--- src/rtl/jb_axis_iq_frame_packer.sv ---
// Frames an always-valid {q,i} sample stream into AXIS packets (tlast on length,
// user-ID change or idle timeout) and buffers them for a back-pressurable consumer.
module jb_axis_iq_frame_packer #(
    parameter int unsigned DATA_BW      = 32,
    parameter int unsigned USR_ID_BW    = 2,
    parameter int unsigned FRAME_LEN    = 4,
    parameter int unsigned FRAME_LEN_BW = 2,
    parameter int unsigned FIFO_DEPTH   = 8,
    parameter int unsigned TIMEOUT      = 8
) (
    input  logic                 clk,
    input  logic                 resetn,
    input  logic                 clk_en,
    input  logic                 s_tvalid,
    input  logic [DATA_BW-1:0]   s_tdata,
    input  logic [USR_ID_BW-1:0] s_tuser,
    output logic                 s_tready,
    output logic                 m_tvalid,
    input  logic                 m_tready,
    output logic [DATA_BW-1:0]   m_tdata,
    output logic [USR_ID_BW-1:0] m_tuser,
    output logic                 m_tlast,
    output logic                 ovf_err,
    output logic [15:0]          drop_cnt,
    input  logic                 clr_err
);

    localparam int unsigned PTR_BW = $clog2(FIFO_DEPTH);
    localparam int unsigned TMR_BW = $clog2(TIMEOUT);
    localparam int unsigned CNT_BW = 16;

    typedef struct packed {
        logic                 last;
        logic [USR_ID_BW-1:0] user;
        logic [DATA_BW-1:0]   data;
    } word_t;

    logic [DATA_BW-1:0]      h_data;
    logic [USR_ID_BW-1:0]    h_user;
    logic                    hv;
    logic [FRAME_LEN_BW-1:0] frame_cnt;
    logic [TMR_BW-1:0]       idle_tmr;

    // The output register is the FIFO head, so the array only ever holds DEPTH-1 words.
    word_t                   mem [FIFO_DEPTH];
    logic [PTR_BW-1:0]       rd_ptr;
    logic [PTR_BW-1:0]       wr_ptr;
    logic [PTR_BW-1:0]       mem_cnt;

    logic  accept;
    logic  flush;
    logic  commit;
    word_t c_word;
    logic  pop;
    logic  full;
    logic  wr;
    logic  drop;
    logic  mem_rd;
    logic  mem_wr;
    logic  bypass;

    assign s_tready = 1'b1;

    // Commit / FIFO steering decisions for this cycle.
    always_comb begin
        accept      = clk_en & s_tvalid;
        flush       = clk_en & hv & ~s_tvalid & (idle_tmr == TMR_BW'(TIMEOUT - 1));
        commit      = (accept & hv) | flush;
        c_word.data = h_data;
        c_word.user = h_user;
        c_word.last = flush | (frame_cnt == FRAME_LEN_BW'(FRAME_LEN - 1)) | (s_tuser != h_user);
        pop         = clk_en & m_tvalid & m_tready;
        full        = m_tvalid & (mem_cnt == PTR_BW'(FIFO_DEPTH - 1));
        wr          = commit & (~full | pop);
        drop        = commit & full & ~pop;
        mem_rd      = pop & (mem_cnt != '0);
        bypass      = wr & (~m_tvalid | (pop & (mem_cnt == '0)));
        mem_wr      = wr & ~bypass;
    end

    // Hold register, in-frame counter and idle timer.
    always_ff @(posedge clk or negedge resetn) begin
        if (!resetn) begin
            h_data    <= '0;
            h_user    <= '0;
            hv        <= 1'b0;
            frame_cnt <= '0;
            idle_tmr  <= '0;
        end else if (clk_en) begin
            if (accept) begin
                h_data <= s_tdata;
                h_user <= s_tuser;
                hv     <= 1'b1;
            end else if (flush) begin
                hv <= 1'b0;
            end
            if (accept || !hv || flush) begin
                idle_tmr <= '0;
            end else begin
                idle_tmr <= idle_tmr + TMR_BW'(1);
            end
            // Dropped words still advance framing so later frames stay aligned.
            if (commit) begin
                frame_cnt <= c_word.last ? '0 : frame_cnt + FRAME_LEN_BW'(1);
            end
        end
    end

    always_ff @(posedge clk) begin
        if (mem_wr) begin
            mem[wr_ptr] <= c_word;
        end
    end

    // Show-ahead output register fed from the array head or directly from a commit.
    always_ff @(posedge clk or negedge resetn) begin
        if (!resetn) begin
            m_tvalid <= 1'b0;
            m_tdata  <= '0;
            m_tuser  <= '0;
            m_tlast  <= 1'b0;
            rd_ptr   <= '0;
            wr_ptr   <= '0;
            mem_cnt  <= '0;
        end else begin
            if (mem_rd) begin
                m_tvalid <= 1'b1;
                m_tdata  <= mem[rd_ptr].data;
                m_tuser  <= mem[rd_ptr].user;
                m_tlast  <= mem[rd_ptr].last;
                rd_ptr   <= rd_ptr + PTR_BW'(1);
            end else if (bypass) begin
                m_tvalid <= 1'b1;
                m_tdata  <= c_word.data;
                m_tuser  <= c_word.user;
                m_tlast  <= c_word.last;
            end else if (pop) begin
                m_tvalid <= 1'b0;
            end
            if (mem_wr) begin
                wr_ptr <= wr_ptr + PTR_BW'(1);
            end
            case ({mem_wr, mem_rd})
                2'b10:   mem_cnt <= mem_cnt + PTR_BW'(1);
                2'b01:   mem_cnt <= mem_cnt - PTR_BW'(1);
                default: mem_cnt <= mem_cnt;
            endcase
        end
    end

    // Sticky overflow flag and saturating drop counter; clear wins over a drop.
    always_ff @(posedge clk or negedge resetn) begin
        if (!resetn) begin
            ovf_err  <= 1'b0;
            drop_cnt <= '0;
        end else if (clk_en) begin
            if (clr_err) begin
                ovf_err  <= 1'b0;
                drop_cnt <= '0;
            end else if (drop) begin
                ovf_err <= 1'b1;
                if (drop_cnt != '1) begin
                    drop_cnt <= drop_cnt + CNT_BW'(1);
                end
            end
        end
    end

endmodule

--- config.mk ---
export PLATFORM = sky130hd
export DESIGN_NAME = jb_axis_iq_frame_packer
export DESIGN_NICKNAME = d
export VERILOG_FILES = /design/src/rtl/jb_axis_iq_frame_packer.sv
export SDC_FILE = /design/constraint.sdc
export NUM_CORES = 1
export LEC_CHECK = 0
export ABC_AREA = 1
export CAP_MARGIN = 20
export CELL_PAD_IN_SITES_DETAIL_PLACEMENT = 1
export CELL_PAD_IN_SITES_GLOBAL_PLACEMENT = 2
export CORE_MARGIN = 1.5
export CORE_UTILIZATION = 42
export CTS_BUF_LIST = sky130_fd_sc_hd__clkbuf_16
export CTS_CLUSTER_SIZE = 10
export DETAILED_ROUTE_END_ITERATION = 16
export PLACE_DENSITY = 0.95
export SLEW_MARGIN = 20
export SYNTH_ARGS = -nofsm -noshare
export SYNTH_HDL_FRONTEND = slang
export SYNTH_SLANG_ARGS = --single-unit
--- constraint.sdc ---
create_clock -name clk -period 8.2 [get_ports clk]
set_input_delay 0.82 -clock clk [delete_from_list [all_inputs] [get_ports clk]]
set_output_delay 0.82 -clock clk [all_outputs]
set_load 0.02 [all_outputs]
==> results of run 1 <==
state kept, by name, indices dropped and copies added (netlist names):
register	count
m_tuser	2
hv	1
m_tlast	1
mem	280
h_user	2
m_tvalid	1
wr_ptr	3
rd_ptr	3
drop_cnt	16
m_tdata	32
mem_cnt	3
ovf_err	1
h_data	32
idle_tmr	3
frame_cnt	2
Yosys cell counts (4+ instances only):
master      n
nand2_2     8
edfxtp_1  280
o21bai_1   35
ha_1        7
nor2_1     70
xor2_1      4
o21ai_2    11
nand4_1     8
buf_1      11
buf_4       8
inv_1     235
nand3_1   236
buf_2      18
nand2_1   508
a21oi_1    36
o21ai_0    22
clkbuf_1   38
buf_6       5
dfrtp_1   102
nor3_1      5
path summary, 6_finish.rpt:
kind / start / end / slack, ns / cells past startpoint
setup / recovery: clk_en / mem[4][18]$_DFFE_PP_ / 4.35 / 8
hold / removal: resetn / m_tuser[1]$_DFFE_PN0P_ / 0.30 / 1
setup reg to reg: rd_ptr[0]$_DFFE_PN0N_ / m_tdata[30]$_DFFE_PN0P_ / 4.91 / 7
hold reg to reg: m_tdata[9]$_DFFE_PN0P_ / m_tdata[9]$_DFFE_PN0P_ / 0.53 / 2
max in group asynchronous: resetn / rd_ptr[0]$_DFFE_PN0N_ / 6.49 / 2
min in group clk: m_tdata[9]$_DFFE_PN0P_ / m_tdata[9]$_DFFE_PN0P_ / 0.53 / 2
area by class of cell:
cell class | instances | area (um^2) | area share
Tap cell | 518 | 648.1 | 0.03337
Sequential cell | 382 | 10970 | 0.5647
Clock buffer | 47 | 1176 | 0.06056
Clock inverter | 36 | 143.9 | 0.007409
Inverter | 238 | 895.9 | 0.04613
Multi-Input combinational cell | 967 | 4466 | 0.2299
Timing Repair Buffer | 108 | 1124 | 0.05786
per-layer routing:
| metal | wire length, um | GRT usage |
|---|---|---|
| met1 | 18590 | 0.2834 |
| met2 | 23030 | 0.3938 |
| met4 | 1241 | 0.07989 |
| met5 | 0 | 0 |
| met3 | 2026 | 0.03305 |
per-stage QoR:
| step | power, mW | utilization |
|---|---|---|
| floorplan | 3.722 | - |
| detailed placement | 4.443 | 0.4632 |
| finish | 6.211 | 0.4990 |
| global route | 6.542 | 0.4990 |
| global placement | 4.329 | 0.4619 |
| CTS | 6.257 | 0.4971 |
power by group through the flow:
stage	Combinational, mW	Sequential (mW)	Clock [mW]
final	1.77	2.64	1.80
after global routing	1.97	2.68	1.90
after CTS	1.78	2.65	1.83
after detailed placement	1.76	2.68	0
after global placement	1.67	2.66	0
after floorplan	1.09	2.63	0
logic make-up (layout without fill, tap and decap cells):
family,after synthesis,count (layout),synth area share
buffers and inverters,319,429,0.07825
and+or+nand+nor,844,844,0.2128
xor gates and xnor gates,6,6,0.003154
DFF,382,382,0.6578
other,1,1,0.0002251
adders and majority gates,8,8,0.006458
AOI/OAI and AO/OA,108,108,0.04130
worst max-delay path: stages:
cell and delay (ns):
clkdlybuf4s50_1 0.69, nand2_4 0.42, a21oi_4 0.39, o21ai_0 0.16
nor2_2 0.25, nand2_1 0.31, nor2_4 0.60, buf_4 0.42
==> metrics, run 1 <==
outcome finished clean; Post-CTS Hold Buffers 0; grt ovf 0; sequential fraction of design power 0.425; Worst Path Required 8.43 ns; prevailing post-synth register cell edfxtp_1; Clock Skews 0.02229 ns; Die Y-Extent 202.2 um; Least-Margin Pin Slew 1.112 ns; Die Wd 202.2 um; classification of the worst setup path in -> reg; most common cell after layout, fill and taps aside nand2_1; count of final setup violators 0; CP Capture Type flip-flop; maximum vdd drop 0.0001622 V; CTS resizes 0; Inst Count DP 2210; top cells by area, synth edfxtp_1 (50%), dfrtp_1 (15%), nand2_1 (11%); DRT iter0 DRCs 778; Hold Vio Cnt, Final 0; fin nets 1790; mean post-synth cell area 9.989 um^2; Final Cycle Share 0.4692; DRT Pass-1 Iters 5; #FFs+latches synth 382; clk_lat worst skew 0.57 ns; Net Sw Power 2.224 mW; setup ws final 4.353 ns; H-tree levels 2; Synth area leader edfxtp_1; Post-Syn Area 0.01666 mm^2; cts bufs inserted 45; CTS Sinks 382; cell area after placement 0.01802 mm^2; clock share of power 0.290; DRC violation count after routing 0; EDFF count, synth 280; DR vias 11894; DP HPWL 25.99 mm; Root Driver clkbuf_16; P_int 3.987 mW; most frequent cells in the layout nand2_1 (507), edfxtp_1 (280), inv_1 (264); switch share 0.3580; All-Layer GR Usage 0.2247; Seq/Total Area, Yosys 0.6578; area fraction of the dominant cell type after synthesis 0.5046; Startpoint Class input port; Finished Layout Cells 2296; count of unique library cells instantiated by Yosys 34; highest clock rate 0.2599 GHz; Period minus WS final 3.847 ns; CTS Buffer Depth 3; final instance area 0.01942 mm^2; Die ar. 0.04088 mm^2; IO buf count 92; CTS tree built; pin count of the biggest net entering global routing 98; routed vias/inst 5.180; Synth Warn # 0; total core area 0.03892 mm^2; number of diodes 0; initial core utilization 0.4281; RSZ-0062 raised after global routing no; combinational power share 0.284; drt total wl 44.88 mm; placer congestion estimate 0.7755; DR WL/cell 19.55 um; Fillers 4356; I/O Pins 94; asr flop ratio synth 0.2670; CP max FO 39; setup bufs post-CTS 0; areal power density over the cells 319.8 mW/mm^2; Area Growth Syn to Fin 16.55%; Syn Inst Count 1668; worst hold slack 0.2980 ns; Hold Crit Class in -> async; vias in the first global route 12843; Reg clk slew, reported paths 0.06 ns; Final ANT Viol Nets 0; max-slew violations 0; proportion of layout cells with a drive suffix above 1 0.06355; Critical Path AT 4.08 ns; initial antenna violation count 0; max cap viols 0; Cell Rows 72; Placement Setup Slack 3.648 ns; Pleak 8.331 nW; first-pass GRT wire length 71.60 mm; Slew headroom 0.2585; Setup TNS 0 ns; syn_nets 1716
No activity file was read; power rests on OpenSTA's default activity.
==> run 2: changes to the inputs <==
--- a/config.mk
+++ b/config.mk
@@ -10,11 +10,11 @@
 export CELL_PAD_IN_SITES_DETAIL_PLACEMENT = 1
 export CELL_PAD_IN_SITES_GLOBAL_PLACEMENT = 2
 export CORE_MARGIN = 1.5
-export CORE_UTILIZATION = 42
+export CORE_UTILIZATION = 39
 export CTS_BUF_LIST = sky130_fd_sc_hd__clkbuf_16
 export CTS_CLUSTER_SIZE = 10
 export DETAILED_ROUTE_END_ITERATION = 16
-export PLACE_DENSITY = 0.95
+export PLACE_DENSITY = 0.9
 export SLEW_MARGIN = 20
 export SYNTH_ARGS = -nofsm -noshare
 export SYNTH_HDL_FRONTEND = slang
==> constraint.sdc (replaced) <==
create_clock -name clk -period 3.6 [get_ports clk]
set_input_delay 0.36 -clock clk [delete_from_list [all_inputs] [get_ports clk]]
set_output_delay 0.36 -clock clk [all_outputs]
set_load 0.02 [all_outputs]
==> metrics, run 2 (same netlist as run 1, synthesis figures left out) <==
outcome finished clean (unchanged); most common cell after layout, fill and taps aside nand2_1 (unchanged); All-Layer GR Usage 0.2134 (was 0.2247); Final ANT Viol Nets 0 (unchanged); total core area 0.04204 mm^2 (was 0.03892 mm^2); count of final setup violators 0 (unchanged); uppermost layer routed met4 (unchanged); sequential fraction of design power 0.408 (was 0.425); vias in the first global route 13053 (was 12843); pin count of the biggest net entering global routing 143 (was 98); grt ovf 0 (unchanged); DR WL met2 22.83 mm (was 23.03 mm); Placement Setup Slack 0.3847 ns (was 3.648 ns); clk_lat worst skew 0.57 ns (about the same); max cap viols 0 (unchanged); H-tree levels 2 (unchanged); fin nets 1806 (was 1790); Hold Vio Cnt, Final 0 (unchanged); proportion of layout cells with a drive suffix above 1 0.06972 (was 0.06355); RSZ-0062 raised after global routing no (unchanged); IO buf count 92 (unchanged); drt total wl 45.43 mm (was 44.88 mm); number of diodes 0 (unchanged); routed vias/inst 5.106 (was 5.180); biggest registers after layout mem x280, h_data x32, m_tdata x32 (unchanged); Metal-1 WL 19.46 mm (was 18.59 mm); DRT Pass-1 Iters 5 (unchanged); initial core utilization 0.3963 (was 0.4281); Slew headroom 0.3538 (was 0.2585); Startpoint Class flip-flop (was input port); final instance area 0.01955 mm^2 (was 0.01942 mm^2); Clock Skews 0.01561 ns (was 0.02229 ns); cts bufs inserted 45 (unchanged); Die ar. 0.04397 mm^2 (was 0.04088 mm^2); CTS resizes 0 (unchanged); DR vias 11907 (was 11894); Cell Rows 75 (was 72); length of routed met3 wiring 1.909 mm (was 2.026 mm); Pleak 8.403 nW (was 8.331 nW); switch share 0.3584 (was 0.3580); Reg clk slew, reported paths 0.06 ns (about the same); DRC violation count after routing 0 (unchanged); maximum vdd drop 0.0003950 V (was 0.0001622 V); CTS Buffer Depth 3 (unchanged); max reg flops 280 (unchanged); Tot Pwr 14.24 mW (was 6.211 mW); Final Cycle Share 0.7513; Fillers 4661 (was 4356); most frequent cells in the layout nand2_1 (507), edfxtp_1 (280), inv_1 (265) (was nand2_1 (507), edfxtp_1 (280), inv_1 (264)); Hold Crit Class in -> reg (was in -> async); DR WL/cell 19.48 um (was 19.55 um); CP Capture Type flip-flop (unchanged); classification of the worst setup path reg -> reg (was in -> reg); DRT iter0 DRCs 744 (was 778); Die Wd 209.7 um (was 202.2 um); Least-Margin Pin Slew 0.9694 ns (was 1.112 ns); DP HPWL 26.93 mm (was 25.99 mm); combinational power share 0.303 (was 0.284); CP max FO 21 (was 39); CTS Sinks 382 (unchanged); setup ws final 0.8952 ns (was 4.353 ns); Reg with most FFs mem (unchanged); areal power density over the cells 728.3 mW/mm^2 (was 319.8 mW/mm^2); I/O Pins 94 (unchanged); Root Driver clkbuf_16 (unchanged); CTS tree built (unchanged); clock share of power 0.289 (was 0.290); highest clock rate 0.3697 GHz; Die Y-Extent 209.7 um (was 202.2 um); Net Sw Power 5.103 mW (was 2.224 mW); cell area after placement 0.01823 mm^2 (was 0.01802 mm^2); max-slew violations 0 (unchanged); placer congestion estimate 0.7718 (was 0.7755); Critical Path AT 2.93 ns (was 4.08 ns); first-pass GRT wire length 72.85 mm (was 71.60 mm); Area Growth Syn to Fin 17.35% (was 16.55%); initial antenna violation count 0 (unchanged); P_int 9.137 mW (was 3.987 mW); Setup TNS 0 ns (unchanged); Period minus WS final 2.705 ns; Worst Path Required 3.83 ns (was 8.43 ns)
==> run 2: cell type report <==
| type | instances | area (um^2) | share of cell area |
|---|---|---|---|
| Multi-Input combinational cell | 967 | 4466 | 0.2284 |
| Clock inverter | 35 | 138.9 | 0.007103 |
| Sequential cell | 382 | 10970 | 0.5609 |
| Inverter | 238 | 895.9 | 0.04582 |
| Tap cell | 539 | 674.4 | 0.03449 |
| Timing Repair Buffer | 124 | 1236 | 0.06322 |
| Clock buffer | 47 | 1176 | 0.06015 |
==> run 2: per-layer routing <==
metal  GRT usage  vias up
li1            -     5572
met1      0.2704     6021
met2      0.3720      237
met3     0.03352       77
met4     0.07269        0
met5           0        -
==> run 2: stage by stage <==
stage,utilization,std cells,hold slack (ns)
after global routing,0.4651,2332,0.3391
after floorplan,-,1668,0.06441
final,0.4651,2332,0.3289
after global placement,0.4336,2249,0.5016
after CTS,0.4651,2332,0.3058
after detailed placement,0.4336,2249,0.5026
==> run 2: worst paths after layout <==
| kind | startpoint | end | slack [ns] | cells after the start |
|---|---|---|---|---|
| setup / recovery | idle_tmr[0]$_DFFE_PN0P_ | mem[2][26]$_DFFE_PP_ | 0.90 | 9 |
| hold / removal | s_tdata[4] | h_data[4]$_DFFE_PN0P_ | 0.33 | 3 |
| setup reg to reg | idle_tmr[0]$_DFFE_PN0P_ | mem[2][26]$_DFFE_PP_ | 0.90 | 9 |
| hold reg to reg | ovf_err$_DFFE_PN0P_ | ovf_err$_DFFE_PN0P_ | 0.52 | 2 |
| max in group asynchronous | resetn | rd_ptr[0]$_DFFE_PN0N_ | 2.34 | 3 |
| min in group asynchronous | resetn | drop_cnt[14]$_DFFE_PN0P_ | 0.42 | 2 |
==> run 2: power by group through the flow <==
stage / logic (mW) / clock network [mW] / registers, mW
floorplan: 2.49 / 0 / 5.99
global placement: 4.18 / 0 / 5.88
detailed placement: 4.33 / 0 / 5.91
CTS: 4.37 / 4.17 / 5.82
global route: 4.79 / 4.30 / 5.89
finish: 4.32 / 4.11 / 5.81
==> run 2: critical path, cell delays in order (launching register included) <==
cell and delay [ns]:
dfrtp_1 0.35, ha_1 0.16, ha_1 0.15, nand2_2 0.08, a21oi_4 0.24, o21ai_0 0.15, nor2_2 0.30, nand2_1 0.37
nor2_4 0.19, buf_4 0.38
==> run 2: timing repair <==
| item | CTS | global route |
|---|---|---|
| buffers inserted | 0 | 0 |
| hold buffers | 1 | 0 |
| hold endpoints to repair | 51 | 0 |
==> run 3: changes to the inputs <==
==> constraint.sdc (replaced) <==
create_clock -name clk -period 2.69 [get_ports clk]
set_input_delay 0.269 -clock clk [delete_from_list [all_inputs] [get_ports clk]]
set_output_delay 0.269 -clock clk [all_outputs]
set_load 0.02 [all_outputs]
==> metrics, run 3 (same netlist as run 1, synthesis figures left out) <==
outcome finished clean (unchanged); most frequent cells in the layout nand2_1 (507), edfxtp_1 (280), inv_1 (265) (unchanged); most common cell after layout, fill and taps aside nand2_1 (unchanged); drt total wl 45.75 mm (was 45.43 mm); Fillers 4692 (was 4661); clk_lat worst skew 0.57 ns (about the same); Final Cycle Share 0.8800 (was 0.7513); biggest registers after layout mem x280, h_data x32, m_tdata x32 (unchanged); clock share of power 0.287 (was 0.289); placer congestion estimate 0.7959 (was 0.7718); Final ANT Viol Nets 0 (unchanged); H-tree levels 2 (unchanged); Die ar. 0.04397 mm^2 (unchanged); DRT iter0 DRCs 683 (was 744); CTS Sinks 382 (unchanged); fin nets 1820 (was 1806); Critical Path AT 2.61 ns (was 2.93 ns); length of routed met3 wiring 2.240 mm (was 1.909 mm); DR WL/cell 19.49 um (was 19.48 um); pin count of the biggest net entering global routing 143 (unchanged); uppermost layer routed met4 (unchanged); cts bufs inserted 45 (unchanged); Startpoint Class flip-flop (unchanged); maximum vdd drop 0.0006192 V (was 0.0003950 V); Slew headroom 0.5259 (was 0.3538); Hold Crit Class in -> reg (unchanged); Cell Rows 75 (unchanged); CP max FO 11 (was 21); setup ws final 0.3228 ns (was 0.8952 ns); Metal-1 WL 19.29 mm (was 19.46 mm); CTS Buffer Depth 3 (unchanged); classification of the worst setup path reg -> reg (unchanged); R2R Setup Slk 0.32 ns (was 0.90 ns); setup bufs post-CTS 0 (unchanged); DRT Pass-1 Iters 5 (unchanged); max reg flops 280 (unchanged); Die Wd 209.7 um (unchanged); count of final setup violators 0 (unchanged); switch share 0.3578 (was 0.3584); Clock Skews 0.02237 ns (was 0.01561 ns); initial antenna violation count 0 (unchanged); All-Layer GR Usage 0.2128 (was 0.2134); routed vias/inst 5.125 (was 5.106); cell area after placement 0.01845 mm^2 (was 0.01823 mm^2); Period minus WS final 2.367 ns (was 2.705 ns); first-pass GRT wire length 72.39 mm (was 72.85 mm); Area Growth Syn to Fin 18.71% (was 17.35%); total core area 0.04204 mm^2 (unchanged); Worst Path Required 2.93 ns (was 3.83 ns); RSZ-0062 raised after global routing no (unchanged); I/O Pins 94 (unchanged); vias in the first global route 13141 (was 13053); DP HPWL 26.99 mm (was 26.93 mm); Pleak 8.503 nW (was 8.403 nW); number of diodes 0 (unchanged); proportion of layout cells with a drive suffix above 1 0.07799 (was 0.06972); Reg with most FFs mem (unchanged); DR WL met2 23.25 mm (was 22.83 mm); combinational power share 0.309 (was 0.303); P_int 12.32 mW (was 9.137 mW); Reg clk slew, reported paths 0.05 ns (was 0.06 ns); areal power density over the cells 970.2 mW/mm^2 (was 728.3 mW/mm^2); Root Driver clkbuf_16 (unchanged); max cap viols 0 (unchanged); worst hold slack 0.2353 ns (was 0.3289 ns); IO buf count 92 (unchanged); Net Sw Power 6.866 mW (was 5.103 mW); DR vias 12029 (was 11907); CTS tree built (unchanged); Hold Vio Cnt, Final 0 (unchanged); sequential fraction of design power 0.404 (was 0.408); final instance area 0.01978 mm^2 (was 0.01955 mm^2); Placement Setup Slack 0.04591 ns (was 0.3847 ns); Die Y-Extent 209.7 um (unchanged); max-slew violations 0 (unchanged); CP Capture Type flip-flop (unchanged); grt ovf 0 (unchanged); Least-Margin Pin Slew 0.7112 ns (was 0.9694 ns); DRC violation count after routing 0 (unchanged); initial core utilization 0.3963 (unchanged); highest clock rate 0.4224 GHz (was 0.3697 GHz)
==> run 3: cell count changes in the layout (fill, tap and decap cells not counted), sizes merged <==
cell	change
buf	+14
clkinv	-1
inv	+2
==> run 3: through the flow <==
step                      utilization  total power, mW  TNS, ns  std cells
after floorplan                     -            11.35  -133.33       1668
after global placement         0.4388            13.51        0       2263
after detailed placement       0.4388            13.80        0       2263
after CTS                      0.4705            19.38        0       2347
after global routing           0.4705            20.21        0       2347
final                          0.4705            19.19        0       2347
==> run 3: timing repair <==
| item | 4_1_cts | 5_1_grt |
|---|---|---|
| setup endpoints to repair | 0 | 0 |
| resized for setup | 0 | 0 |
| hold endpoints to repair | 102 | 0 |
| hold buffers | 1 | 0 |
==> run 3: path summary, 6_finish.rpt <==
| path | from | to | cells after the start |
|---|---|---|---|
| worst max register to register | idle_tmr[1]$_DFFE_PN0P_ | mem[2][26]$_DFFE_PP_ | 10 |
| worst max-delay path | idle_tmr[1]$_DFFE_PN0P_ | mem[2][26]$_DFFE_PP_ | 10 |
| worst min register to register | ovf_err$_DFFE_PN0P_ | ovf_err$_DFFE_PN0P_ | 2 |
| max in group asynchronous | resetn | h_data[5]$_DFFE_PN0P_ | 3 |
| min in group asynchronous | resetn | drop_cnt[15]$_DFFE_PN0P_ | 3 |
| worst min-delay path | s_tdata[2] | h_data[2]$_DFFE_PN0P_ | 3 |
==> run 3: cell type report <==
type	count	area (um^2)	share of cell area
multi-input cells	967	4466	0.2258
inverters	238	895.9	0.04529
flip-flops and latches	382	10970	0.5545
well taps	539	674.4	0.03410
clock buffers	47	1176	0.05946
clock inverters	36	146.4	0.007401
repair buffers	138	1454	0.07351
==> run 3: layer usage <==
metal  global-route usage  up-vias
met5                    0        -
met4              0.06897        0
met3              0.03696       67
met2               0.3768      268
met1               0.2637     6069
li1                     -     5625
==> run 3: critical path, cell delays in order (launching register included) <==
cell and delay (ns):
dfrtp_1 0.36, ha_1 0.16, ha_1 0.18, nand2_2 0.09, a21oi_4 0.14, o21ai_0 0.11, nor2_2 0.13, buf_4 0.16
nand2_1 0.25, nor2_4 0.22, buf_4 0.26
==> run 3: power by group through the flow <==
| stage | Combinational, mW | Sequential (mW) | Clock [mW] |
|---|---|---|---|
| 2_1_floorplan | 3.33 | 8.01 | 0 |
| 3_3_place_gp | 5.68 | 7.83 | 0 |
| 3_5_place_dp | 5.93 | 7.87 | 0 |
| 4_1_cts | 6.01 | 7.76 | 5.61 |
| 5_1_grt | 6.54 | 7.84 | 5.82 |
| 6_report | 5.93 | 7.74 | 5.51 |
